File: config.mk
export PLATFORM = sky130hd
export DESIGN_NAME = imm_encoder
export DESIGN_NICKNAME = d
export VERILOG_FILES = /design/src/rtl/imm_encoder.sv
export SDC_FILE = /design/constraint.sdc
export NUM_CORES = 1
export LEC_CHECK = 0
export ABC_CLOCK_PERIOD_IN_PS = 4320
export CAP_MARGIN = 20
export CELL_PAD_IN_SITES_DETAIL_PLACEMENT = 1
export CELL_PAD_IN_SITES_GLOBAL_PLACEMENT = 2
export CORE_ASPECT_RATIO = 1.25
export CORE_MARGIN = 2
export CORE_UTILIZATION = 29
export CTS_CLUSTER_SIZE = 14
export DETAILED_ROUTE_END_ITERATION = 8
export PLACE_DENSITY = 0.73
export SYNTH_ARGS = -nofsm -noshare
export SYNTH_HDL_FRONTEND = slang
export SYNTH_SLANG_ARGS = --single-unit
File: constraint.sdc
create_clock -name clk -period 4.32 [get_ports clk]
set_input_delay 0.864 -clock clk [delete_from_list [all_inputs] [get_ports clk]]
set_output_delay 0.864 -clock clk [all_outputs]
set_load 0.01 [all_outputs]
File: src/rtl/imm_encoder.sv
// imm_encoder: inverse of the immediate extender. Scatters a 32-bit
// immediate into the immediate fields of an RV32I instruction template,
// flags values that the selected format cannot represent, and keeps
// delivery statistics. Two-stage valid/ready pipeline, 1 word/cycle.
//
// Build option: define IMM_ERR_NOP_EN to replace any out-of-range
// encoding with the canonical NOP (addi x0,x0,0) instead of the
// truncated encoding. range_err and err_count behave the same either way.

`default_nettype none

module imm_encoder #(
    parameter int unsigned CNT_W = 16,
    parameter int unsigned ERR_W = 8
) (
    input  logic             clk,
    input  logic             rst,

    input  logic             in_valid,
    output logic             in_ready,
    input  logic [2:0]       imm_src,
    input  logic [31:0]      imm_in,
    input  logic [31:0]      base_instr,

    output logic             out_valid,
    input  logic             out_ready,
    output logic [31:0]      instr_out,
    output logic             range_err,

    output logic [CNT_W-1:0] enc_count,
    output logic [ERR_W-1:0] err_count
);

    // Immediate format codes, shared with the extender.
    typedef enum logic [2:0] {
        IMM_I = 3'b000,
        IMM_S = 3'b001,
        IMM_J = 3'b010,
        IMM_B = 3'b011,
        IMM_U = 3'b100
    } imm_type_e;

    localparam logic [31:0] NOP_INSTR = 32'h0000_0013;

    // ------------------------------------------------------------------
    // Pipeline state
    // ------------------------------------------------------------------
    logic             s1_valid_q;
    logic [2:0]       s1_src_q;
    logic [31:0]      s1_imm_q;
    logic [31:0]      s1_base_q;

    logic             s2_valid_q;
    logic [31:0]      s2_instr_q;
    logic             s2_err_q;

    logic [CNT_W-1:0] enc_count_q;
    logic [CNT_W-1:0] enc_count_d;
    logic [ERR_W-1:0] err_count_q;
    logic [ERR_W-1:0] err_count_d;

    logic             s1_load;
    logic             s2_load;
    logic             in_xfer;
    logic             out_xfer;

    logic [31:0]      enc_word;
    logic             enc_err;
    logic [31:0]      s2_instr_d;
    logic             s2_err_d;

    // Sign-extension checks: an immediate fits a format when all bits
    // from its top encoded bit upward are copies of the sign.
    logic             fits_12;
    logic             fits_13;
    logic             fits_21;

    // ------------------------------------------------------------------
    // Handshake / stall control
    // ------------------------------------------------------------------

    // Stage loads are pure functions of downstream state and out_ready.
    always_comb begin
        s2_load  = !s2_valid_q || out_ready;
        s1_load  = !s1_valid_q || s2_load;
        in_xfer  = in_valid && s1_load;
        out_xfer = s2_valid_q && out_ready;
    end

    assign in_ready  = s1_load;
    assign out_valid = s2_valid_q;
    assign instr_out = s2_instr_q;
    assign range_err = s2_err_q;
    assign enc_count = enc_count_q;
    assign err_count = err_count_q;

    // ------------------------------------------------------------------
    // Stage 1: capture the request
    // ------------------------------------------------------------------

    // S1 registers; payload is sampled only on an accepted request.
    always_ff @(posedge clk or posedge rst) begin
        if (rst) begin
            s1_valid_q <= 1'b0;
            s1_src_q   <= '0;
            s1_imm_q   <= '0;
            s1_base_q  <= '0;
        end else if (s1_load) begin
            s1_valid_q <= in_valid;
            if (in_valid) begin
                s1_src_q  <= imm_src;
                s1_imm_q  <= imm_in;
                s1_base_q <= base_instr;
            end
        end
    end

    // ------------------------------------------------------------------
    // Encoder (operates on S1 contents)
    // ------------------------------------------------------------------

    // Range predicates for the three signed immediate widths.
    always_comb begin
        fits_12 = (&s1_imm_q[31:11]) || !(|s1_imm_q[31:11]);
        fits_13 = (&s1_imm_q[31:12]) || !(|s1_imm_q[31:12]);
        fits_21 = (&s1_imm_q[31:20]) || !(|s1_imm_q[31:20]);
    end

    // Overlay the immediate fields of the selected format onto the template.
    always_comb begin
        enc_word = s1_base_q;
        enc_err  = 1'b0;
        case (s1_src_q)
            IMM_I: begin
                enc_word[31:20] = s1_imm_q[11:0];
                enc_err         = !fits_12;
            end
            IMM_S: begin
                enc_word[31:25] = s1_imm_q[11:5];
                enc_word[11:7]  = s1_imm_q[4:0];
                enc_err         = !fits_12;
            end
            IMM_J: begin
                enc_word[31]    = s1_imm_q[20];
                enc_word[30:21] = s1_imm_q[10:1];
                enc_word[20]    = s1_imm_q[11];
                enc_word[19:12] = s1_imm_q[19:12];
                enc_err         = !fits_21 || s1_imm_q[0];
            end
            IMM_B: begin
                enc_word[31]    = s1_imm_q[12];
                enc_word[30:25] = s1_imm_q[10:5];
                enc_word[11:8]  = s1_imm_q[4:1];
                enc_word[7]     = s1_imm_q[11];
                enc_err         = !fits_13 || s1_imm_q[0];
            end
            IMM_U: begin
                enc_word[31:12] = s1_imm_q[31:12];
                enc_err         = |s1_imm_q[11:0];
            end
            default: begin
                // Unknown format: template passes through untouched.
                enc_word = s1_base_q;
                enc_err  = 1'b1;
            end
        endcase
    end

    // Select what an erroneous word looks like on the output.
    always_comb begin
        s2_err_d   = enc_err;
`ifdef IMM_ERR_NOP_EN
        s2_instr_d = enc_err ? NOP_INSTR : enc_word;
`else
        s2_instr_d = enc_word;
`endif
    end

    // ------------------------------------------------------------------
    // Stage 2: output register
    // ------------------------------------------------------------------

    // S2 registers; data only moves when a valid S1 word advances, so the
    // presented word is stable while stalled.
    always_ff @(posedge clk or posedge rst) begin
        if (rst) begin
            s2_valid_q <= 1'b0;
            s2_instr_q <= '0;
            s2_err_q   <= 1'b0;
        end else if (s2_load) begin
            s2_valid_q <= s1_valid_q;
            if (s1_valid_q) begin
                s2_instr_q <= s2_instr_d;
                s2_err_q   <= s2_err_d;
            end
        end
    end

    // ------------------------------------------------------------------
    // Statistics
    // ------------------------------------------------------------------

    // Next counter values: delivered count wraps, error count saturates.
    always_comb begin
        enc_count_d = enc_count_q;
        err_count_d = err_count_q;
        if (out_xfer) begin
            enc_count_d = enc_count_q + CNT_W'(1);
            if (s2_err_q && (err_count_q != '1)) begin
                err_count_d = err_count_q + ERR_W'(1);
            end
        end
    end

    // Counter registers.
    always_ff @(posedge clk or posedge rst) begin
        if (rst) begin
            enc_count_q <= '0;
            err_count_q <= '0;
        end else begin
            enc_count_q <= enc_count_d;
            err_count_q <= err_count_d;
        end
    end

    // Packed-away unused reference for NOP constant in default builds.
    logic unused_nop;
    assign unused_nop = ^NOP_INSTR;

endmodule

`default_nettype wire

# After elaboration in Yosys (flattened, before gate mapping)
# Cells that the tools add are included.
[word_totals] register_bits=126 in_bits=71 word_cells=51
[op_classes] n_addsub=2 n_eq_ne=5 n_mux=5 reduce_logical=30
[ops] op="one-hot mux 7 bit (4 select lines)" count=1
[ops] op="OR reduction 12 bit" count=2
[ops] op="AND reduction 21 bit" count=1
[ops] op="OR reduction 21 bit" count=1
[ops] op="AND reduction 20 bit" count=1
[ops] op="OR reduction 20 bit" count=1
[ops] op="adder 16 x 1 -> 16 bit, second input constant" count=1
[ops] op="one-hot mux 5 bit (3 select lines)" count=1
[ops] op="AND reduction 12 bit" count=1
[ops] op="one-hot mux 5 bit (2 select lines)" count=1
[ops] op="adder 8 x 1 -> 8 bit, second input constant" count=1
[ops] op="logical NOT 1 bit" count=8
[ops] op="2-to-1 mux 8 bit" count=1
[ops] op="inequality test 8 bit, second input constant" count=1
[ops] op="logical OR 1 bit" count=7
[ops] op="equality test 3 x 2 -> 1 bit, second input constant" count=2
[ops] op="AND reduction 2 bit" count=3
[ops] op="one-hot mux 1 bit (4 select lines)" count=1
[ops] op="OR reduction 2 bit" count=2
[ops] op="equality test 3 x 1 -> 1 bit, second input constant" count=1
[ops] op="equality test 3 bit, second input constant" count=1
[ops] op="logical NOT 3 bit" count=1
[ops] op="logical AND 1 bit" count=2

# Logic depth before layout (Yosys ltp)
[depth] ltp_word=6 mapped_depth=6 depth_no_buf=6

# Least setup slack after synthesis
# Ideal clock, no wire load.
[synth_timing] path_kind="in2reg" from="input out_ready" to="register s1_base_q[0]" setup_time_ps=125 t_arrival_ps=1940 required_time_ps=4195 path_slack_ps=2256 cell_stages=5 cell_sequence="nand3b_1 nand2_1 buf_2 buf_6 mux2_2"
[synth_between] elab_chain_len=3
[synth_rtl] item="start, declared" line_no="26" text="input logic out_ready,"
[synth_rtl] item="logical OR 1 bit" line_no="84" text="s2_load = !s2_valid_q || out_ready;"
[synth_rtl] item="logical OR 1 bit" line_no="85" text="s1_load = !s1_valid_q || s2_load;"
[synth_rtl] item="AND reduction 2 bit (no source line)"
[synth_rtl] item="end signal, assigned" line_no="113" text="s1_base_q <= base_instr;"
[synth_rtl] item="end, declared" line_no="51" text="logic [31:0] s1_base_q;"
# No other way between the ends.
# A chain may end at the register's enable or synchronous reset.

# Worst setup path in the final report
[layout_timing] from="input out_ready" to="output in_ready"
[layout_between] elab_chain_len=2
[layout_rtl] item="logical OR 1 bit" line_no="84"
[layout_rtl] item="logical OR 1 bit" line_no="85"
[layout_rtl] item="end, declared" line_no="20" text="output logic in_ready,"
# No other way between the ends.

==> metrics.yaml <==
crit_path_start_kind: "input pin"
yosys_warnings: 0
htree_levels: 4
yosysUniqueCellTypes: 41
fin_util: 0.408
synth_edf_count: 0
core-area_sq_mm: 0.0186
fin_area_sq_mm: 0.00757
use_met2: 0.268
yosysTopAreaCell: "dfrtp_1"
crit_slowest_cell: "clkdlybuf4s50_1"
area_growth_pct: 39.1
hold_viol: 0
clock_tree.root_cell: "clkbuf_16"
route.vias.total: 3904
min_from: "instr_out[7]$_DFFE_PP0P_"
critPathKind: "in -> out"
grt_util_met3: 0.0452
syn_area_sq_mm: 0.00544
grt-busiest-layer: "met2"
clk_pin_slew_worst_paths_ns: 0.06
final_nets: 642
r2r_end: "range_err$_DFFE_PP0P_"
hp-class: "reg -> reg"
netlist.area_leader.share: 0.580
synth.net_count: 511
rsz0062_at_grt: "no"
clock_sinks: 126
dieHeight_microns: 157
layout_setup_ws_ns: 1.24
post_drt_wl_per_cell_microns: 17.5
finalWeightedCongestion: 0.745
cp-end-kind: "output port"
dp_worst_setup_slack_ns: 1.25
clock_path_buffers: 2
peakVddDrop_v: 0.000246
viasPerCell: 4.80
hold_slack_ns: 0.479
synth_seq_cells: 126
seq_area_frac_synth: 0.580
grt.overflow.total: 0
cts_resized: 0
critPathMostFrequentCell: "clkdlybuf4s50_1"
use_met1: 0.172
synthTopCellsByArea: "dfrtp_1 58%, mux2_2 16%, o21ai_0 3.1%"
dpl_cell_area_sq_mm: 0.00694
port_buffers: 129
synth_ff_type: "dfrtp_1"
timing.final.crit_share: 0.712
syn_inst: 438
fin_total_pwr_mw: 3.96
drv_cap: 0
path_max_fanout: 5
cts_hold_buf: 0
worstPathArrival_ns: 2.21
worst_pin_slew_ns: 0.942
cts_setup_buffers: 0
finalNonFillerCells: 814
diodes: 0
async_reset_ff_frac: 1.00
cts_tree: "built"
nFillCells: 1949
clock_latency_ns: 0.42
drt-total-wl_mm: 14.3
dp.cells: 781
worstPathRequired_ns: 3.46
rows: 56
synth-adder-area-share: 0.00460
tns_ns: 0
die-area_sq_mm: 0.0199
timing.rr.start: "s1_src_q[0]$_DFFE_PP0P_"
antenna_found_initial: 0
start_util: 0.293
synth.avg_cell_area_sq_um: 12.4
status: "finished clean"
grt_usage: 0.150
period_needed_ns: 3.08
boundaryPins: 130
hold_end: "instr_out[7]$_DFFE_PP0P_"
setup_viol: 0
p_leak_nw: 3.11
die_w_microns: 127
synth_xor_area_frac: 0.0354
path_cells: "clkdlybuf4s50_1 -> nand3b_1 -> clkdlybuf4s50_1"
cts_buffers: 17
first_global_vias: 4262
synth_top_family_by_area: "multiplexers"
slew_headroom: 0.372
fin_worst_skew_ns: 0.00978
drtIter0Drc: 141
dr.pass1.iters: 4
holdPathStages: 2
layout-drive-gt1-share: 0.215
r2r_cells: 4
grt_pass1_wl_mm: 22.9
powerDensity_mw_per_mm2: 524
drc: 0
drtAntennaViolNets: 0
synthSimpleGateAreaFrac: 0.101
cp_slowest_stage_delay_ns: 0.57
grt_max_degree: 114
drv_slew: 0
synthMuxAreaShare: 0.183
r2r_slack_ns: 2.29
synth_compound_area_frac: 0.0699
max_freq_ghz: 0.325
hpwl_mm: 10.0
-- layout make-up --
| type | count | area (sq um) | area share |
|---|---|---|---|
| clock buffer | 18 | 439 | 0.0580 |
| tap | 232 | 290 | 0.0384 |
| multi-input combinational | 285 | 2150 | 0.285 |
| clock inverter | 14 | 160 | 0.0212 |
| timing repair buffer | 134 | 1350 | 0.178 |
| sequential | 126 | 3150 | 0.417 |
| inverter | 5 | 23.8 | 0.00314 |
-- layout by cell type, fill, tap and decap left out, drive strengths merged, types with 2 or more instances in the layout --
cell,netlist,layout
clkbuf,8,18
nand2,46,46
inv,5,9
mux2,76,76
nand2b,4,4
xnor2,14,14
nor3,6,6
o22a,4,4
nor2,10,10
clkinv,0,4
bufinv,0,2
nor4,7,7
nand4,13,13
and3,3,3
a22oi,2,2
clkinvlp,0,4
o21ai,40,40
o22ai,6,6
ha,2,2
clkdlybuf4s50,0,129
mux2i,14,14
buf,14,5
xor2,8,8
a21oi,7,7
nand3,13,13
dfrtp,126,126
or3,2,2
-- sequential cells by signal, summed over array words and instances, names as in the netlist --
name and flops:
s1_valid_q 1, enc_count 16, instr_out 32, s1_src_q 3, s1_base_q 32, out_valid 1
s1_imm_q 32, range_err 1, err_count 8
-- critical path, delay by kind of cell --
family | cells | cell delay, ns
buffers and inverters | 2 | 1.12
AND/OR/NAND/NOR | 1 | 0.22
-- Yosys cell counts, types with 2 or more instances --
| cell type | count |
|---|---|
| nor3_1 | 5 |
| ha_1 | 2 |
| nand2b_1 | 4 |
| a21oi_1 | 6 |
| o22a_1 | 4 |
| o22ai_1 | 6 |
| buf_6 | 4 |
| nand2_1 | 44 |
| o21ai_1 | 6 |
| nand3_1 | 12 |
| xnor2_1 | 14 |
| nand4_1 | 12 |
| mux2_2 | 76 |
| o21ai_0 | 34 |
| dfrtp_1 | 126 |
| a22oi_1 | 2 |
| clkbuf_1 | 8 |
| nand2_2 | 2 |
| buf_2 | 10 |
| nor2_1 | 9 |
| xor2_1 | 8 |
| and3_1 | 3 |
| mux2i_1 | 14 |
| nor4_1 | 7 |
| inv_1 | 4 |
-- cells by family (layout without fill, tap and decap cells) --
family	Yosys count	in the layout
AOI/OAI and AO/OA	64	64
xor gates and xnor gates	22	22
adders and majority gates	2	2
buffers and inverters	27	171
DFF	126	126
muxes	90	90
and+or+nand+nor	107	107
-- worst max-delay path by stage --
stage	slack (ns)	endpoint	cells after the start	startpoint
after global routing	1.18	in_ready	3	out_ready
after CTS	1.24	in_ready	3	out_ready
after detailed placement	1.25	in_ready	3	out_ready
after global placement	1.27	in_ready	3	out_ready
final	1.24	in_ready	3	out_ready
after floorplan	0.10	enc_count[0]$_DFFE_PP0P_	1	rst
-- per-layer routing --
layer	part of all wire	up-vias
li1	-	1826
met1	0.41	1965
met2	0.53	95
met3	0.045	18
met4	0.017	0
met5	0	-
-- power breakdown --
part	total [mW]	internal, mW	switching [mW]	leakage, nW
Combinational	0.893	0.526	0.367	1.32
Sequential	1.63	1.41	0.220	1.51
Clock	1.44	0.874	0.565	0.280
Total	3.96	2.81	1.15	3.11
Power figures use the tool's default switching activity.
